File: src/rtl/seq_scan_ctrl.sv
// Parallel-load front end for the serial "101" Moore detector: shifts a word MSB-first
// through the detector and counts overlapping matches. Optional abort input: SEQ_SCAN_ABORT_EN.
module seq_scan_ctrl #(
  parameter int WIDTH = 8,
  parameter int CNT_W = 4
) (
  input  logic             clk,
  input  logic             rst,
`ifdef SEQ_SCAN_ABORT_EN
  input  logic             abort,
`endif
  input  logic             start,
  input  logic [WIDTH-1:0] data_in,
  output logic             busy,
  output logic             done,
  output logic [CNT_W-1:0] match_count,
  output logic             match_pulse,
  output logic             serial_bit,
  output logic [1:0]       det_state
);

  localparam int BW = (WIDTH > 1) ? $clog2(WIDTH) : 1;

  typedef enum logic [1:0] {IDLE, SHIFT, FLUSH, DONE} ctrl_t;
  typedef enum logic [1:0] {S0, S1, S2, S3} det_t;

  ctrl_t            state, state_nxt;
  det_t             det, det_nxt;
  logic [WIDTH-1:0] sreg;
  logic [BW-1:0]    bitcnt;
  logic             abort_req;
  logic             scanning;

`ifdef SEQ_SCAN_ABORT_EN
  assign abort_req = abort;
`else
  assign abort_req = 1'b0;
`endif

  function automatic det_t det_step(input det_t s, input logic b);
    det_t n;
    case (s)
      S0:      n = b ? S1 : S0;
      S1:      n = b ? S1 : S2;
      S2:      n = b ? S3 : S0;
      default: n = b ? S1 : S2;
    endcase
    return n;
  endfunction

  function automatic logic [CNT_W-1:0] sat_inc(input logic [CNT_W-1:0] c);
    return (&c) ? c : c + CNT_W'(1);
  endfunction

  assign scanning = (state == SHIFT) || (state == FLUSH);

  always_comb begin
    state_nxt = state;
    det_nxt   = det;
    case (state)
      IDLE: begin
        if (start) begin
          state_nxt = SHIFT;
          det_nxt   = S0;
        end
      end
      SHIFT: begin
        det_nxt = det_step(det, sreg[WIDTH-1]);
        if (bitcnt == BW'(WIDTH - 1)) state_nxt = FLUSH;
      end
      FLUSH:   state_nxt = DONE;
      default: state_nxt = IDLE;
    endcase
    if (abort_req && scanning) begin
      state_nxt = IDLE;
      det_nxt   = S0;
    end
  end

  always_ff @(posedge clk) begin
    if (rst) begin
      state       <= IDLE;
      det         <= S0;
      match_count <= '0;
      sreg        <= '0;
      bitcnt      <= '0;
    end else begin
      state <= state_nxt;
      det   <= det_nxt;
      if (state == IDLE && start) begin
        sreg        <= data_in;
        match_count <= '0;
        bitcnt      <= '0;
      end else begin
        if (state == SHIFT) begin
          sreg   <= {sreg[WIDTH-2:0], 1'b0};
          bitcnt <= bitcnt + BW'(1);
        end
        // FLUSH still counts, so a match closed by the last bit is not lost
        if (scanning && det == S3) match_count <= sat_inc(match_count);
      end
    end
  end

  assign busy        = scanning;
  assign done        = (state == DONE);
  assign match_pulse = scanning && (det == S3);
  assign serial_bit  = (state == SHIFT) ? sreg[WIDTH-1] : 1'b0;
  assign det_state   = det;

endmodule

File: config.mk
export PLATFORM = sky130hd
export DESIGN_NAME = seq_scan_ctrl
export DESIGN_NICKNAME = d
export VERILOG_FILES = /design/src/rtl/seq_scan_ctrl.sv
export SDC_FILE = /design/constraint.sdc
export NUM_CORES = 1
export LEC_CHECK = 0
export ABC_CLOCK_PERIOD_IN_PS = 2000
export CORE_ASPECT_RATIO = 1.75
export CORE_MARGIN = 2
export CORE_UTILIZATION = 25
export DETAILED_ROUTE_END_ITERATION = 8
export HOLD_SLACK_MARGIN = 0.1
export PLACE_DENSITY = 0.54
export SKIP_LAST_GASP = 1
export SYNTH_ARGS = -nofsm -noshare
export SYNTH_HDL_FRONTEND = slang
export SYNTH_SLANG_ARGS = --single-unit
export TNS_END_PERCENT = 100
File: constraint.sdc
create_clock -name clk -period 2 [get_ports clk]
set_input_delay 0.3 -clock clk [delete_from_list [all_inputs] [get_ports clk]]
set_output_delay 0.3 -clock clk [all_outputs]
set_load 0.01 [all_outputs]
**After elaboration in Yosys (flattened, before gate mapping)**

Cells that the tools add are included.

- Bits in registers: 19
- Bits in latches: 0
- Memory bits (writable): 0
- Memory bits (read-only): 0
- Logic and storage cells: 40
- Memories kept: 0

- $add $sub $neg: 2
- $mul: 0
- Divide/modulo/power cells: 0
- Magnitude comparators: 0
- Equal/unequal tests: 8
- Shift operators: 0
- Muxes and demuxes: 12
- Bitwise logic cells: 1
- Reduce and logical (&&, ||, !) cells: 12

Operator list:

| operator | count |
|---|---|
| $mux W8 | 2 |
| $mux W2 | 5 |
| $eq A2 B2 Y1 const B | 4 |
| $pmux W2 S2 | 2 |
| $pmux W2 S3 | 1 |
| $reduce_and A2 Y1 | 3 |
| $add A4 B1 Y4 const B | 1 |
| $logic_not A2 Y1 | 2 |
| $reduce_and A4 Y1 | 1 |
| $reduce_bool A2 Y1 | 2 |
| $add A3 B1 Y3 const B | 1 |
| $eq A3 B3 Y1 const B | 1 |
| $eq A2 B1 Y1 const B | 1 |
| $logic_and A1 B1 Y1 | 2 |
| $mux W1 | 2 |
| $ne A2 B1 Y1 const B | 1 |
| $ne A2 B2 Y1 const B | 1 |
| $reduce_or A2 Y1 | 1 |
| $logic_or A1 B1 Y1 | 1 |
| $not A1 Y1 | 1 |

**Depth between registers and ports, before layout**

- Word-level depth: 4
- Gate-level depth with buffers: 6

**Worst setup path after synthesis**

Ideal clock, no wire load.

- Path kind: register to register
- Start point: reg state[0]
- End point: reg match_count[1]
- Arrival: 1.439 ns
- Required time: 1.879 ns
- Path slack: 0.439 ns
- Cell stages (with the launch flop): 7
- Buffers on the path: 0
- Path through: dfxtp_1 inv_1 ha_1 nand3_2 a31oi_1 mux2i_1 nor2_1

- Word-level cells in the longest chain between the ends: 4

RTL lines:

| item | RTL line | source |
|---|---|---|
| from (decl) | 27 | `ctrl_t state, state_nxt;` |
| from (signal assigned) | 88 | `state <= state_nxt;` |
| $eq A2 B1 Y1 or $eq A2 B2 Y1 (tied branches) | 55 | `assign scanning = (state == SHIFT) \|\| (state == FLUSH);` |
| $logic_or A1 B1 Y1 * | 55 |  |
| named net busy | 14 | `output logic busy,` |
| $logic_and A1 B1 Y1 * | 100 | `if (scanning && det == S3) match_count <= sat_inc(match_count);` |
| $reduce_and A2 Y1 (no line) * | - |  |
| to (signal assigned) | 100 |  |
| to (decl) | 16 | `output logic [CNT_W-1:0] match_count,` |

Mark *: on every way through the listed nets, which the timed path passes. The rest lies on a longest branch.
A chain may end at the register's enable or synchronous reset.

**Final worst setup path**

- Start point: reg state[1]
- End point: out busy

- Word-level cells in the longest chain between the ends: 2

RTL lines:

| item | RTL line |
|---|---|
| $eq A2 B1 Y1 or $eq A2 B2 Y1 (tied branches) | 55 |
| $logic_or A1 B1 Y1 * | 55 |
| to (decl) | 14 |

Every way passes the cells marked *; elsewhere a longest branch is shown, timed or not.

==> key figures <==
Run status
  • Run status: finished clean

Yosys
  • Netlist cell types: 25
  • Top cell type's share of synthesized area: 0.406
  • Count leader, synth: dfxtp_1
  • Netlist Area Pre-Place: between 900 and 1000 um2
  • Top cell type by total area after synthesis: dfxtp_1
  • Synthesized net count: 119
  • Largest cells by area after synthesis: dfxtp_1 41%, mux2i_1 13%, ha_1 12%
  • Synthesized instance count: between 90 and 100
  • Post-synth EDFFs: 0
  • Synth Register Bits: 19
  • Synth async-reset ratio: 0
  • Post-synth top cells: 19 x dfxtp_1, 17 x nor2_1, 12 x mux2i_1
  • Post-synth top flop: dfxtp_1
  • Ys Warns: 0
  • Avg Cell Area, Syn: 9.47 um2
  • Post-synthesis sequential area ratio: 0.406

Place
  • Placer Congestion: 0.715
  • Number of port buffers: 20
  • Hpwl dp: between 1.5 and 2 mm
  • # placed instances: about 170

Die
  • Rows: 29
  • Initial Utilization: 0.261
  • Die height: 85.0 um
  • I/O pin total: 21
  • Core area: 3590 um2
  • Die Area: 4270 um2
  • Die Wd: 50.3 um

Worst setup path
  • FF-to-FF End: match_count[1]$_SDFFE_PP0P_
  • Crit-path cells: inv_2, ha_4, clkdlybuf4s50_1
  • Buf/Inv on CP: 2
  • Worst EP arrival: roughly 1500 ps
  • CP peak stage delay: 530 ps
  • R2R setup slack: 470 ps
  • Critical Path RT: 1700 ps
  • Crit end category: output port
  • R2R Path Start: state[1]$_SDFFE_PP0P_
  • Critical path's top delay family: buffers and inverters
  • Slowest CP cell: clkdlybuf4s50_1
  • Setup crit start kind: flop
  • CP Max Fanout: 4
  • Reg2Reg Depth: 6
  • Worst Setup Path Type: reg2out

Global routing
  • Initial antenna violation count: 0
  • Vias in the first global route: 848
  • First-pass GRT wire length: 3.80 mm
  • Total gr overflow: 0
  • Pin count of the biggest net entering global routing: 13
  • Total track usage: 0.113

Drt
  • WL final: 2.14 mm
  • Post-DR vias/cell: 4.48
  • Remaining DRCs: 0
  • DR WL/cell: 12.6 um
  • Antenna Nets Post-Route: 0
  • 1st-pass router iterations: 2
  • Via count: between 700 and 800
  • Drt initial violations: 4

Timing
  • Relative slew slack: 0.662
  • Post-layout minimum cycle time: about 1800 ps
  • Tcrit/Tclk final: 0.914
  • Final hold vios: 0
  • RSZ-0062 raised after global routing: no
  • # setup viols final: 0
  • Max Slew Vio Count: 0
  • Peak Freq: 0.547 GHz
  • Worst slew pin tran: between 500 and 600 ps
  • Setup TNS: 0 ps
  • Worst Clk Skew: 4.36 ps

Layout
  • Fin cells: 170
  • Filler cells: 382
  • # diodes: 0
  • Register area: 382 um2
  • Layout cells sized above 1: 0.113
  • Synth-to-Final Area Change: 37.1%
  • Multi-input logic area: 549 um2
  • Final nets: 145
  • Final Util: 0.358

Job
  • Max Cap Viol: 0

Hold path
  • Worst min path class: reg2reg
  • Hold path endpoint: sreg[0]$_SDFFE_PP0P_
  • Hold_sp: sreg[0]$_SDFFE_PP0P_
  • Hold Path Depth: 2

Clock network
  • Clock Path Buffers: 2
  • CTS tree: yes
  • Inserted Clock Buffers: 3
  • Clock-pin slew on the worst setup and hold paths: 70 ps
  • CTS sink cnt: 19
  • Root buffer cell: clkbuf_8
  • H-tree Lvls: 1
  • Clock Latency Late Sink: 260 ps

Power
  • Flop pwr share: 0.343
  • P per Cell Area: 1170 nW/um2
  • Sw power: 540 uW
  • Max VDD drop: 0.656 mV
  • LEAKAGE: 0.513 nW
  • Tot Pwr: 1.50 mW
  • Sw Share: 0.361
  • Comb pwr share: 0.475
  • Clock power frac: 0.182
  • Internal power: 957 uW
==> cells in the final DEF, fill, tap and decap left out <==
| cell | count |
|---|---|
| a211oi_1 | 7 |
| a21oi_1 | 3 |
| a22oi_1 | 1 |
| a311oi_2 | 1 |
| a31oi_1 | 1 |
| and2_1 | 1 |
| buf_4 | 4 |
| clkbuf_8 | 3 |
| clkdlybuf4s50_1 | 18 |
| clkinv_2 | 1 |
| dfxtp_1 | 18 |
| dfxtp_2 | 1 |
| dlygate4sd2_1 | 1 |
| dlymetal6s2s_1 | 1 |
| ha_1 | 7 |
| ha_4 | 2 |
| inv_1 | 4 |
| inv_2 | 1 |
| mux2i_1 | 12 |
| nand2_1 | 4 |
| nand2b_1 | 1 |
| nand3_1 | 2 |
| nand3_2 | 1 |
| nand3b_1 | 1 |
| nor2_1 | 17 |
| nor2b_1 | 1 |
| nor3_1 | 2 |
| o21bai_1 | 1 |
| o22ai_1 | 2 |
| or2b_1 | 1 |
| or3_1 | 1 |
| xnor2_1 | 3 |
==> sequential cells by signal, indices dropped and copies added, names as in the netlist <==
name / flops
sreg: 8
match_count: 4
det_state: 2
state: 2
bitcnt: 3
==> stage by stage <==
stage | setup slack [ps] | hold WS, ps | area, um2
after floorplan | 439 | 373 | 937
after global placement | 148 | 477 | 1210
after detailed placement | 93.0 | 487 | 1210
after CTS | 1.52 | 501 | 1280
after global routing | 112 | 522 | 1280
final | 172 | 495 | 1280
==> power by group through the flow <==
| stage | sequential [mW] | combinational [mW] | clock [mW] |
|---|---|---|---|
| 6_report | 0.513 | 0.712 | 0.272 |
| 5_1_grt | 0.525 | 0.805 | 0.298 |
| 4_1_cts | 0.513 | 0.718 | 0.285 |
| 3_5_place_dp | 0.520 | 0.657 | 0 |
| 3_3_place_gp | 0.514 | 0.640 | 0 |
| 2_1_floorplan | 0.510 | 0.447 | 0 |
==> routing by layer <==
| layer | share of wire | GRT usage | routed length [um] | up-vias |
|---|---|---|---|---|
| met5 | 0 | 0 | 0 | - |
| met4 | 0.0075 | 0.0379 | 16 | 0 |
| met2 | 0.54 | 0.209 | 1160 | 16 |
| li1 | - | - | - | 395 |
| met3 | 0.047 | 0.0264 | 100 | 2 |
| met1 | 0.40 | 0.122 | 865 | 348 |
==> worst max path at each step <==
stage	to	startpoint	cells past startpoint	slack (ps)
2_1_floorplan	match_count[1]$_SDFFE_PP0P_	state[0]$_SDFFE_PP0P_	6	440
3_3_place_gp	match_pulse	state[1]$_SDFFE_PP0P_	5	150
3_5_place_dp	match_pulse	state[1]$_SDFFE_PP0P_	5	90
4_1_cts	serial_bit	state[1]$_SDFFE_PP0P_	4	2
5_1_grt	busy	state[0]$_SDFFE_PP0P_	3	110
6_report	busy	state[1]$_SDFFE_PP0P_	3	170
==> worst reg2reg max path, cell delays in order, from the launching register on <==
cell and delay [ps]:
dfxtp_2 360, inv_2 80, ha_4 290, nand3_2 110, a31oi_1 310, mux2i_1 220
nor2_1 50
==> cell type report <==
class / count / area share
multi-input combinational: 72 / 0.427
sequential: 19 / 0.297
timing repair buffer: 24 / 0.180
tap: 46 / 0.0448
clock buffer: 3 / 0.0321
inverter: 5 / 0.0146
clock inverter: 1 / 0.00389
==> repair_timing <==
action                                  in CTS  in global routing
setup buffers                                0                  0
hold endpoints to repair                     0                  0
endpoints found under the setup margin       2                  1
hold buffers                                 0                  0
gates cloned                                 0                  0
pin swaps                                    0                  0
gates resized for setup                      5                  2
==> logic make-up after synthesis <==
logic type / Yosys count / share of synthesized area
mux: 12 / 0.128
flops: 19 / 0.406
buf+inv: 8 / 0.0347
xor+xnor: 3 / 0.0280
simple gates: 32 / 0.159
fa+ha+maj: 9 / 0.120
compound gates: 16 / 0.124
Power figures use the tool's default switching activity.
